**src/rtl/cache_sync_responder.sv**
```systemverilog
// Miss-handshake responder: evicts dirty victims, fills the slot, then pulses sync to the row cache.
// Optional statistics counters are built only when SYNC_STATS_EN is defined.
module cache_sync_responder #(
  parameter int CHWIDTH   = 5,
  parameter int ADDRWIDTH = 17,
  parameter int TWB       = 4,
  parameter int TFILL     = 3
) (
  input  logic                 clk,
  input  logic                 rst,
  input  logic                 hold,
  input  logic [CHWIDTH-1:0]   cRowId,
  input  logic [ADDRWIDTH-1:0] RowId,
  input  logic                 RD,
  input  logic                 WR,
  output logic                 sync,
  output logic                 mem_rd,
  output logic                 mem_wr,
  output logic [ADDRWIDTH-1:0] mem_row,
  output logic [CHWIDTH-1:0]   mem_slot,
  output logic                 busy,
  output logic [31:0]          miss_cnt,
  output logic [31:0]          wb_cnt
);

  localparam int CHROWS = 2 ** CHWIDTH;
  localparam int TMAX   = (TWB > TFILL) ? TWB : TFILL;
  localparam int CW     = $clog2(TMAX) + 1;
  localparam logic [CW-1:0] WB_LOAD   = CW'(TWB - 1);
  localparam logic [CW-1:0] FILL_LOAD = CW'(TFILL - 1);

  typedef enum logic [2:0] {
    S_IDLE    = 3'd0,
    S_WB      = 3'd1,
    S_FILL    = 3'd2,
    S_SYNC    = 3'd3,
    S_RELEASE = 3'd4
  } state_t;

  state_t                 state_q, state_d;
  logic [CW-1:0]          cnt_q, cnt_d;
  logic [CHWIDTH-1:0]     slot_q, slot_d;
  logic [ADDRWIDTH-1:0]   row_q, row_d;
  logic [ADDRWIDTH-1:0]   victim_q, victim_d;
  logic                   isw_q, isw_d;
  logic [CHROWS-1:0]      valid_q, valid_d;
  logic [CHROWS-1:0]      dirty_q, dirty_d;
  logic [ADDRWIDTH-1:0]   tag_q [CHROWS];
  logic [ADDRWIDTH-1:0]   tag_d [CHROWS];
  logic                   sync_q, sync_d;
  logic                   mem_rd_q, mem_rd_d;
  logic                   mem_wr_q, mem_wr_d;
  logic [ADDRWIDTH-1:0]   mem_row_q, mem_row_d;
  logic [CHWIDTH-1:0]     mem_slot_q, mem_slot_d;
  logic                   busy_q, busy_d;

  // A miss counts as a write whenever WR is set, so RD never steers the datapath.
  logic rd_unused_s;
  assign rd_unused_s = RD;

  // Next-state, slot-table and registered-output computation.
  always_comb begin
    state_d  = state_q;
    cnt_d    = cnt_q;
    slot_d   = slot_q;
    row_d    = row_q;
    victim_d = victim_q;
    isw_d    = isw_q;
    valid_d  = valid_q;
    dirty_d  = dirty_q;
    tag_d    = tag_q;
    sync_d   = 1'b0;
    case (state_q)
      S_IDLE: begin
        if (hold) begin
          slot_d   = cRowId;
          row_d    = RowId;
          isw_d    = WR;
          victim_d = tag_q[cRowId];
          if (valid_q[cRowId] && dirty_q[cRowId]) begin
            state_d = S_WB;
            cnt_d   = WB_LOAD;
          end else begin
            state_d = S_FILL;
            cnt_d   = FILL_LOAD;
          end
        end else if (WR) begin
          dirty_d[cRowId] = 1'b1;
        end else begin
          state_d = S_IDLE;
        end
      end
      S_WB: begin
        if (!hold) begin
          state_d = S_IDLE;
        end else if (cnt_q == {CW{1'b0}}) begin
          state_d = S_FILL;
          cnt_d   = FILL_LOAD;
        end else begin
          cnt_d = cnt_q - CW'(1);
        end
      end
      S_FILL: begin
        if (!hold) begin
          state_d = S_IDLE;
        end else if (cnt_q == {CW{1'b0}}) begin
          state_d         = S_SYNC;
          sync_d          = 1'b1;
          valid_d[slot_q] = 1'b1;
          dirty_d[slot_q] = isw_q;
          tag_d[slot_q]   = row_q;
        end else begin
          cnt_d = cnt_q - CW'(1);
        end
      end
      S_SYNC: begin
        state_d = S_RELEASE;
      end
      S_RELEASE: begin
        if (!hold) begin
          state_d = S_IDLE;
        end else begin
          state_d = S_RELEASE;
        end
      end
      default: begin
        state_d = S_IDLE;
      end
    endcase

    busy_d   = (state_d != S_IDLE);
    mem_wr_d = (state_d == S_WB);
    mem_rd_d = (state_d == S_FILL);
    if (state_d == S_WB) begin
      mem_row_d  = victim_d;
      mem_slot_d = slot_d;
    end else if (state_d == S_FILL) begin
      mem_row_d  = row_d;
      mem_slot_d = slot_d;
    end else begin
      mem_row_d  = {ADDRWIDTH{1'b0}};
      mem_slot_d = {CHWIDTH{1'b0}};
    end
  end

  // State, slot table and output registers; reset empties the table.
  always_ff @(posedge clk or negedge rst) begin
    if (!rst) begin
      state_q    <= S_IDLE;
      cnt_q      <= {CW{1'b0}};
      slot_q     <= {CHWIDTH{1'b0}};
      row_q      <= {ADDRWIDTH{1'b0}};
      victim_q   <= {ADDRWIDTH{1'b0}};
      isw_q      <= 1'b0;
      valid_q    <= {CHROWS{1'b0}};
      dirty_q    <= {CHROWS{1'b0}};
      for (int i = 0; i < CHROWS; i++) begin
        tag_q[i] <= {ADDRWIDTH{1'b0}};
      end
      sync_q     <= 1'b0;
      mem_rd_q   <= 1'b0;
      mem_wr_q   <= 1'b0;
      mem_row_q  <= {ADDRWIDTH{1'b0}};
      mem_slot_q <= {CHWIDTH{1'b0}};
      busy_q     <= 1'b0;
    end else begin
      state_q    <= state_d;
      cnt_q      <= cnt_d;
      slot_q     <= slot_d;
      row_q      <= row_d;
      victim_q   <= victim_d;
      isw_q      <= isw_d;
      valid_q    <= valid_d;
      dirty_q    <= dirty_d;
      tag_q      <= tag_d;
      sync_q     <= sync_d;
      mem_rd_q   <= mem_rd_d;
      mem_wr_q   <= mem_wr_d;
      mem_row_q  <= mem_row_d;
      mem_slot_q <= mem_slot_d;
      busy_q     <= busy_d;
    end
  end

  assign sync     = sync_q;
  assign mem_rd   = mem_rd_q;
  assign mem_wr   = mem_wr_q;
  assign mem_row  = mem_row_q;
  assign mem_slot = mem_slot_q;
  assign busy     = busy_q;

`ifdef SYNC_STATS_EN
  logic [31:0] miss_cnt_q, miss_cnt_d;
  logic [31:0] wb_cnt_q, wb_cnt_d;

  // Completed misses count on SYNC entry, completed write-backs on WB->FILL; aborts never reach either.
  always_comb begin
    if (state_q == S_FILL && state_d == S_SYNC) begin
      miss_cnt_d = miss_cnt_q + 32'd1;
    end else begin
      miss_cnt_d = miss_cnt_q;
    end
    if (state_q == S_WB && state_d == S_FILL) begin
      wb_cnt_d = wb_cnt_q + 32'd1;
    end else begin
      wb_cnt_d = wb_cnt_q;
    end
  end

  // Statistics registers.
  always_ff @(posedge clk or negedge rst) begin
    if (!rst) begin
      miss_cnt_q <= 32'd0;
      wb_cnt_q   <= 32'd0;
    end else begin
      miss_cnt_q <= miss_cnt_d;
      wb_cnt_q   <= wb_cnt_d;
    end
  end

  assign miss_cnt = miss_cnt_q;
  assign wb_cnt   = wb_cnt_q;
`else
  assign miss_cnt = 32'd0;
  assign wb_cnt   = 32'd0;
`endif

endmodule

```
**config.mk**
```make
export PLATFORM = sky130hd
export DESIGN_NAME = cache_sync_responder
export DESIGN_NICKNAME = d
export VERILOG_FILES = /design/src/rtl/cache_sync_responder.sv
export SDC_FILE = /design/constraint.sdc
export NUM_CORES = 1
export LEC_CHECK = 0
export BUFFER_PORTS_ARGS = -buffer_cell sky130_fd_sc_hd__buf_2
export CAP_MARGIN = 15
export CORE_MARGIN = 2
export CORE_UTILIZATION = 40
export CTS_CLUSTER_DIAMETER = 60
export DETAILED_ROUTE_END_ITERATION = 8
export HOLD_SLACK_MARGIN = 0.08
export PLACE_DENSITY = 0.65
export SYNTH_ARGS = -nofsm -noshare
export SYNTH_HDL_FRONTEND = slang
export SYNTH_SLANG_ARGS = --single-unit
export TNS_END_PERCENT = 10
```
**constraint.sdc**
```tcl
create_clock -name clk -period 3.2 [get_ports clk]
set_input_delay 0.16 -clock clk [delete_from_list [all_inputs] [get_ports clk]]
set_output_delay 0.16 -clock clk [all_outputs]
set_load 0.01 [all_outputs]
```
==> results of run 1 <==
final cells by class:
type,instances,area [sq um]
clock buffer,120,2240
clock inverter,16,239
fill,6811,41300
inverter,10,37.5
multi-input combinational,1438,13000
sequential,680,17000
tap,1040,1300
timing repair buffer,230,1920
sequential cells by signal (all words and copies together) (netlist names), 5 cells and up:
name and cells:
tag_q 544, mem_slot 5, valid_q 32, mem_row 17, dirty_q 32, row_q 17, slot_q 5, victim_q 17
path summary, 6_finish.rpt:
path	start	end	slack (ns)	cells after the start
max	cnt_q[0]$_DFFE_PN0P_	tag_q[328]$_DFFE_PN0P_	0.15	8
max in group asynchronous	rst	tag_q[375]$_DFFE_PN0P_	1.87	4
min in group clk	cRowId[0]	slot_q[0]$_DFF_PN0_	0.18	4
min	rst	tag_q[467]$_DFFE_PN0P_	0.17	2
max reg2reg	cnt_q[0]$_DFFE_PN0P_	tag_q[328]$_DFFE_PN0P_	0.15	8
min reg2reg	valid_q[10]$_DFFE_PN0P_	valid_q[10]$_DFFE_PN0P_	0.47	1
through the flow:
step / instances / total power (W) / setup slack [ns] / hold WS (ns)
floorplan: 2367 / 0.0130 / 0.713 / -0.136
global route: 3534 / 0.0244 / 0.108 / 0.221
global placement: 3377 / 0.0146 / 0.238 / 0.250
finish: 3534 / 0.0234 / 0.153 / 0.168
CTS: 3534 / 0.0234 / 0.247 / 0.170
detailed placement: 3377 / 0.0148 / 0.254 / 0.256
worst register-to-register path, stage by stage (launching register included):
cell      delay, ns
dfrtp_1        0.38
inv_1          0.10
ha_1           0.16
nand2b_1       0.12
or3_1          0.58
nor3_2         0.61
nand2_1        0.28
buf_4          0.35
mux2_2         0.34
logic make-up after synthesis:
| family | count (synthesis) | share of synthesized area |
|---|---|---|
| multiplexers | 779 | 0.303 |
| flip-flops | 680 | 0.548 |
| AND/OR/NAND/NOR | 349 | 0.0546 |
| buffers and inverters | 249 | 0.0403 |
| AO/OA/AOI/OAI | 244 | 0.0532 |
| adder cells (fa/ha/maj) | 2 | 0.000806 |
| other | 1 | 0.000121 |
report_power, final:
group,internal [W],total (W),switching [W],leakage (nW)
registers,0.00962,0.0109,0.00127,9.36
clock network,0.00513,0.00867,0.00354,1.20
logic,0.00147,0.00381,0.00234,7.09
total,0.0162,0.0234,0.00715,17.6
cell usage after synthesis (3+ instances only):
master     instances  area [sq um]
a211oi_1          10          75.1
a21o_1             3          22.5
a21oi_1           15          75.1
a221oi_1           7          61.3
a22oi_1           44           330
a31oi_1           11          68.8
and2_1            12          75.1
and3_1             4          25.0
and3b_1            3          26.3
buf_1              7          26.3
buf_2             46           230
buf_4             69           518
clkbuf_1         116           435
dfrtp_1          680         17000
inv_1             10          37.5
mux2_2           551          6200
mux2i_1          155          1550
mux4_2            73          1640
nand2_1          169           634
nand2b_1          44           275
nand3_1            4          20.0
nor2_1            48           180
nor2b_1            9          56.3
nor3_1            13          65.1
nor3b_1            6          45.0
nor4_1            10          62.6
nor4b_1            3          26.3
o211ai_1           5          37.5
o21a_1             3          22.5
o21ai_0           50           250
o221ai_1           5          43.8
o22ai_1           56           350
o2bb2ai_1         17           149
o32ai_1            4          35.0
or2_2              6          37.5
metal layers:
layer  GRT usage  wire, um  up-vias
met3      0.0416      5220      166
met4      0.0739      2890        4
li1            -         -     8498
met2       0.359     41700      660
met1       0.317     39800    10600
met5           0        16        -
==> flow_summary.ini, run 1 <==
[route]
detail_route.wl_per_cell_um = 25.3
drc = 0
finalWirelength_um = 89600
drt_iter0_drc = 1877
viasPerCell = 5.64
vias = 19900
ant_nets = 0
firstDrtPassIters = 7

[grt]
grt_pass1_wl_um = 134000
grt-ovfl-total = 0
grt_max_degree = 90
grt_util_all_layers = 0.227
grt_pass1_vias = 20400
antenna_found_initial = 2

[sta]
relSlewSlack = 0.212
period_share = 0.952
finalHoldViolCount = 0
slew_violations = 0
tns_ns = 0
fin_skew_ns = 0.0201
setup-violations-final = 0
grt_setup_unrepaired = false
period_minus_slack_ns = 3.05
worst_pin_slew_ns = 1.18
fmax_ghz = 0.328

[pwr]
p_per_area_nw_per_um2 = 653
power.leakage_nw = 17.6
ir_worst_vdd_mv = 0.591

[clock_network]
cts_setup_buffers = 0
htree_num_levels = 3
cts_buffer_depth = 3
cts-resized-gates = 0
clk_pin_slew_worst_paths_ns = 0.06
cts_root_buffer = clkbuf_16
clk_latency_ns = 0.63
postCtsHoldBufs = 21
cts_buffers = 74
clock_sinks = 680
cts_tree = done

[yosys]
ys.flop_type = dfrtp_1
ys_ff_latch = 680
syn-instance-count = 2304
syn-cell-area_sq_um = 31000
yosysWarnings = 0
ys_seq_area_frac = 0.548
synth_edf_count = 0
synth.distinct_cells = 62
synthArstFlopShare = 1.00
syn_avg_cell_area_sq_um = 13.5

[cells_and_area]
post-route-util = 0.464
nets = 2463
insertedDiodeCount = 0
final_cell_area_sq_um = 35800
layout_commonest_cell = dfrtp_1
area_growth_pct = 15.2
layout_common_cells = dfrtp_1 (680), mux2_2 (551), nand2_1 (168)
layout-drive-gt1-share = 0.385

[placed_design]
place_area_sq_um = 33100
place.gp.congestion = 0.888
dp_hpwl_um = 57500
io_buffers = 51

[setup_path]
start_kind = flop
crit_fanout = 16
max_stage_delay_ns = 0.60
required_ns = 3.70
cp.buffers_inverters = 2
criticalPathCategory = flop to flop
cp_cell_sequence = inv_1 -> ha_1 -> nand2b_1 -> or3_1 -> nor3_2 -> nand2_1 -> buf_4 -> mux2_2
worst_setup_path_end_kind = flop
cp_slowest_cell = nor3_2
worstPathArrival_ns = 3.55
crit_family = simple AND/OR/NAND/NOR gates

[status]
run_status = finished, final reports clean

[floorplanning]
core-area_sq_um = 77100
start_util = 0.403
dieHeight_um = 283
io-pin-count = 117
die_area_sq_um = 79800
rows = 102
die_w_um = 283

[worst_hold_path]
hp-class = input pin to asynchronous set/reset pin

[run]
maxCapViolCount = 0
(Power assumes the default switching activity.)
==> run 2, diff against run 1 <==
- REMOVE_ABC_BUFFERS: default -> 1
==> flow_summary.ini, run 2 (same netlist as run 1, synthesis figures left out) <==
[cells_and_area]
largest_reg_flops = 544
nets = 2465
seqCellArea_sq_um = 17000
insertedDiodeCount = 0
layout_commonest_cell = dfrtp_1
layout_common_cells = dfrtp_1 (680), mux2_2 (551), nand2_1 (168)
fill_cells = 6810
top_regs = tag_q: 544 flops, dirty_q: 32 flops, valid_q: 32 flops
regMostFlops = tag_q
multi_input_area_sq_um = 13000
layout-drive-gt1-share = 0.391
area_growth_pct = 15.5
post-route-util = 0.465

[route]
firstDrtPassIters = 8
drc = 0
detail_route.wl_per_cell_um = 26.2
vias = 20000
drt_iter0_drc = 1540
ant_nets = 0
finalWirelength_um = 92700
viasPerCell = 5.67

[sta]
worst_pin_slew_ns = 1.16
period_share = 0.924
whs_ns = 0.0803
setup-violations-final = 0
relSlewSlack = 0.228
finalHoldViolCount = 0
grt_setup_unrepaired = false
fmax_ghz = 0.338
setup_ws_ns = 0.242
fin_skew_ns = 0.0222
slew_violations = 0
period_minus_slack_ns = 2.96

[grt]
antenna_found_initial = 2
grt_pass1_vias = 20700
grt-ovfl-total = 0
grt_util_all_layers = 0.235
grt_pass1_wl_um = 137000
grt_max_degree = 112

[placed_design]
place.gp.congestion = 0.894
dp_slack_ns = 0.341
dp_hpwl_um = 58600
io_buffers = 51

[floorplanning]
core-area_sq_um = 77100
dieHeight_um = 283
die_w_um = 283
rows = 102
io-pin-count = 117
die_area_sq_um = 79800
start_util = 0.403

[setup_path]
required_ns = 3.70
criticalPathCategory = input pin to flop
worst_setup_path_end_kind = flop
worstPathArrival_ns = 3.45
reg2reg_to = tag_q[273]$_DFFE_PN0P_
start_kind = input pin
reg2reg_slack_ns = 0.31
worstReg2RegStart = cnt_q[0]$_DFFE_PN0P_
crit_fanout = 15
r2r.worst_path.cells = 8
crit_start = cRowId[0]

[worst_hold_path]
hp-class = input pin to asynchronous set/reset pin

[pwr]
power_switching_w = 0.00716
p_per_area_nw_per_um2 = 658
p_clk_frac = 0.379
ir_worst_vdd_mv = 0.403
power.leakage_nw = 17.7
swShare = 0.303
pwr-share-seq = 0.463
p_int_w = 0.0164
p_comb_frac = 0.158

[clock_network]
cts_root_buffer = clkbuf_16
cts_buffer_depth = 3
cts_tree = done
clk_pin_slew_worst_paths_ns = 0.06
clock_sinks = 680
clk_latency_ns = 0.63
cts_buffers = 75
cts_setup_buffers = 0
cts-resized-gates = 0
htree_num_levels = 3

[run]
maxCapViolCount = 0

[status]
run_status = finished, final reports clean
## run 2: how the worst max path moves through the flow
stage                        endpoint  slack, ns
2_1_floorplan    mem_row[3]$_DFF_PN0_      -0.81
3_3_place_gp     mem_row[0]$_DFF_PN0_       0.36
3_5_place_dp   tag_q[273]$_DFFE_PN0P_       0.34
4_1_cts        tag_q[273]$_DFFE_PN0P_       0.33
6_report         mem_row[0]$_DFF_PN0_       0.24
5_1_grt        tag_q[273]$_DFFE_PN0P_       0.12
## run 2: area by class of cell
class / instances / area share
clock buffer: 104 / 0.0616
clock inverter: 32 / 0.0106
inverter: 10 / 0.00105
multi-input combinational: 1438 / 0.363
sequential: 680 / 0.475
tap: 1040 / 0.0363
timing repair buffer: 231 / 0.0524
## run 2: worst max-delay path: stages
cell and delay [ns]:
dlygate4sd3_1 0.60, buf_6 0.25, buf_4 0.27, nand2b_1 0.26, nand2b_1 0.60, o22ai_1 0.19
nor4_1 0.44, buf_4 0.18, a31oi_1 0.13, a21o_1 0.21, o2bb2ai_1 0.12
## run 2: metrics by stage
step / cell area, sq um / TNS, ns / std cells / power [W]
final: 35800 / 0 / 3535 / 0.0236
after global routing: 35800 / 0 / 3535 / 0.0247
after CTS: 35800 / 0 / 3535 / 0.0238
after detailed placement: 33000 / 0 / 3376 / 0.0148
after global placement: 33000 / 0 / 3376 / 0.0146
after floorplan: 30100 / -13.85 / 2128 / 0.0126
## run 2: power by group through the flow
stage          Clock [W]  Combinational (W)  Sequential (W)
6_report         0.00894            0.00374          0.0109
3_3_place_gp           0            0.00364          0.0109
4_1_cts          0.00911            0.00377          0.0109
5_1_grt          0.00948            0.00409          0.0111
3_5_place_dp           0            0.00374          0.0110
2_1_floorplan          0            0.00190          0.0107
## run 2: timing repair
action / 4_1_cts / 5_1_grt
hold buffers: 23 / 0
endpoints found under the hold margin: 369 / 0
endpoints found under the setup margin: 0 / 0
## run 2: layer usage
| layer | part of all wire | global-route usage | wire [um] | vias up |
|---|---|---|---|---|
| met2 | 0.47 | 0.373 | 43500 | 728 |
| met5 | 0.00014 | 0 | 13 | - |
| met3 | 0.069 | 0.0510 | 6440 | 192 |
| li1 | - | - | - | 8505 |
| met4 | 0.039 | 0.0898 | 3650 | 2 |
| met1 | 0.42 | 0.317 | 39100 | 10600 |
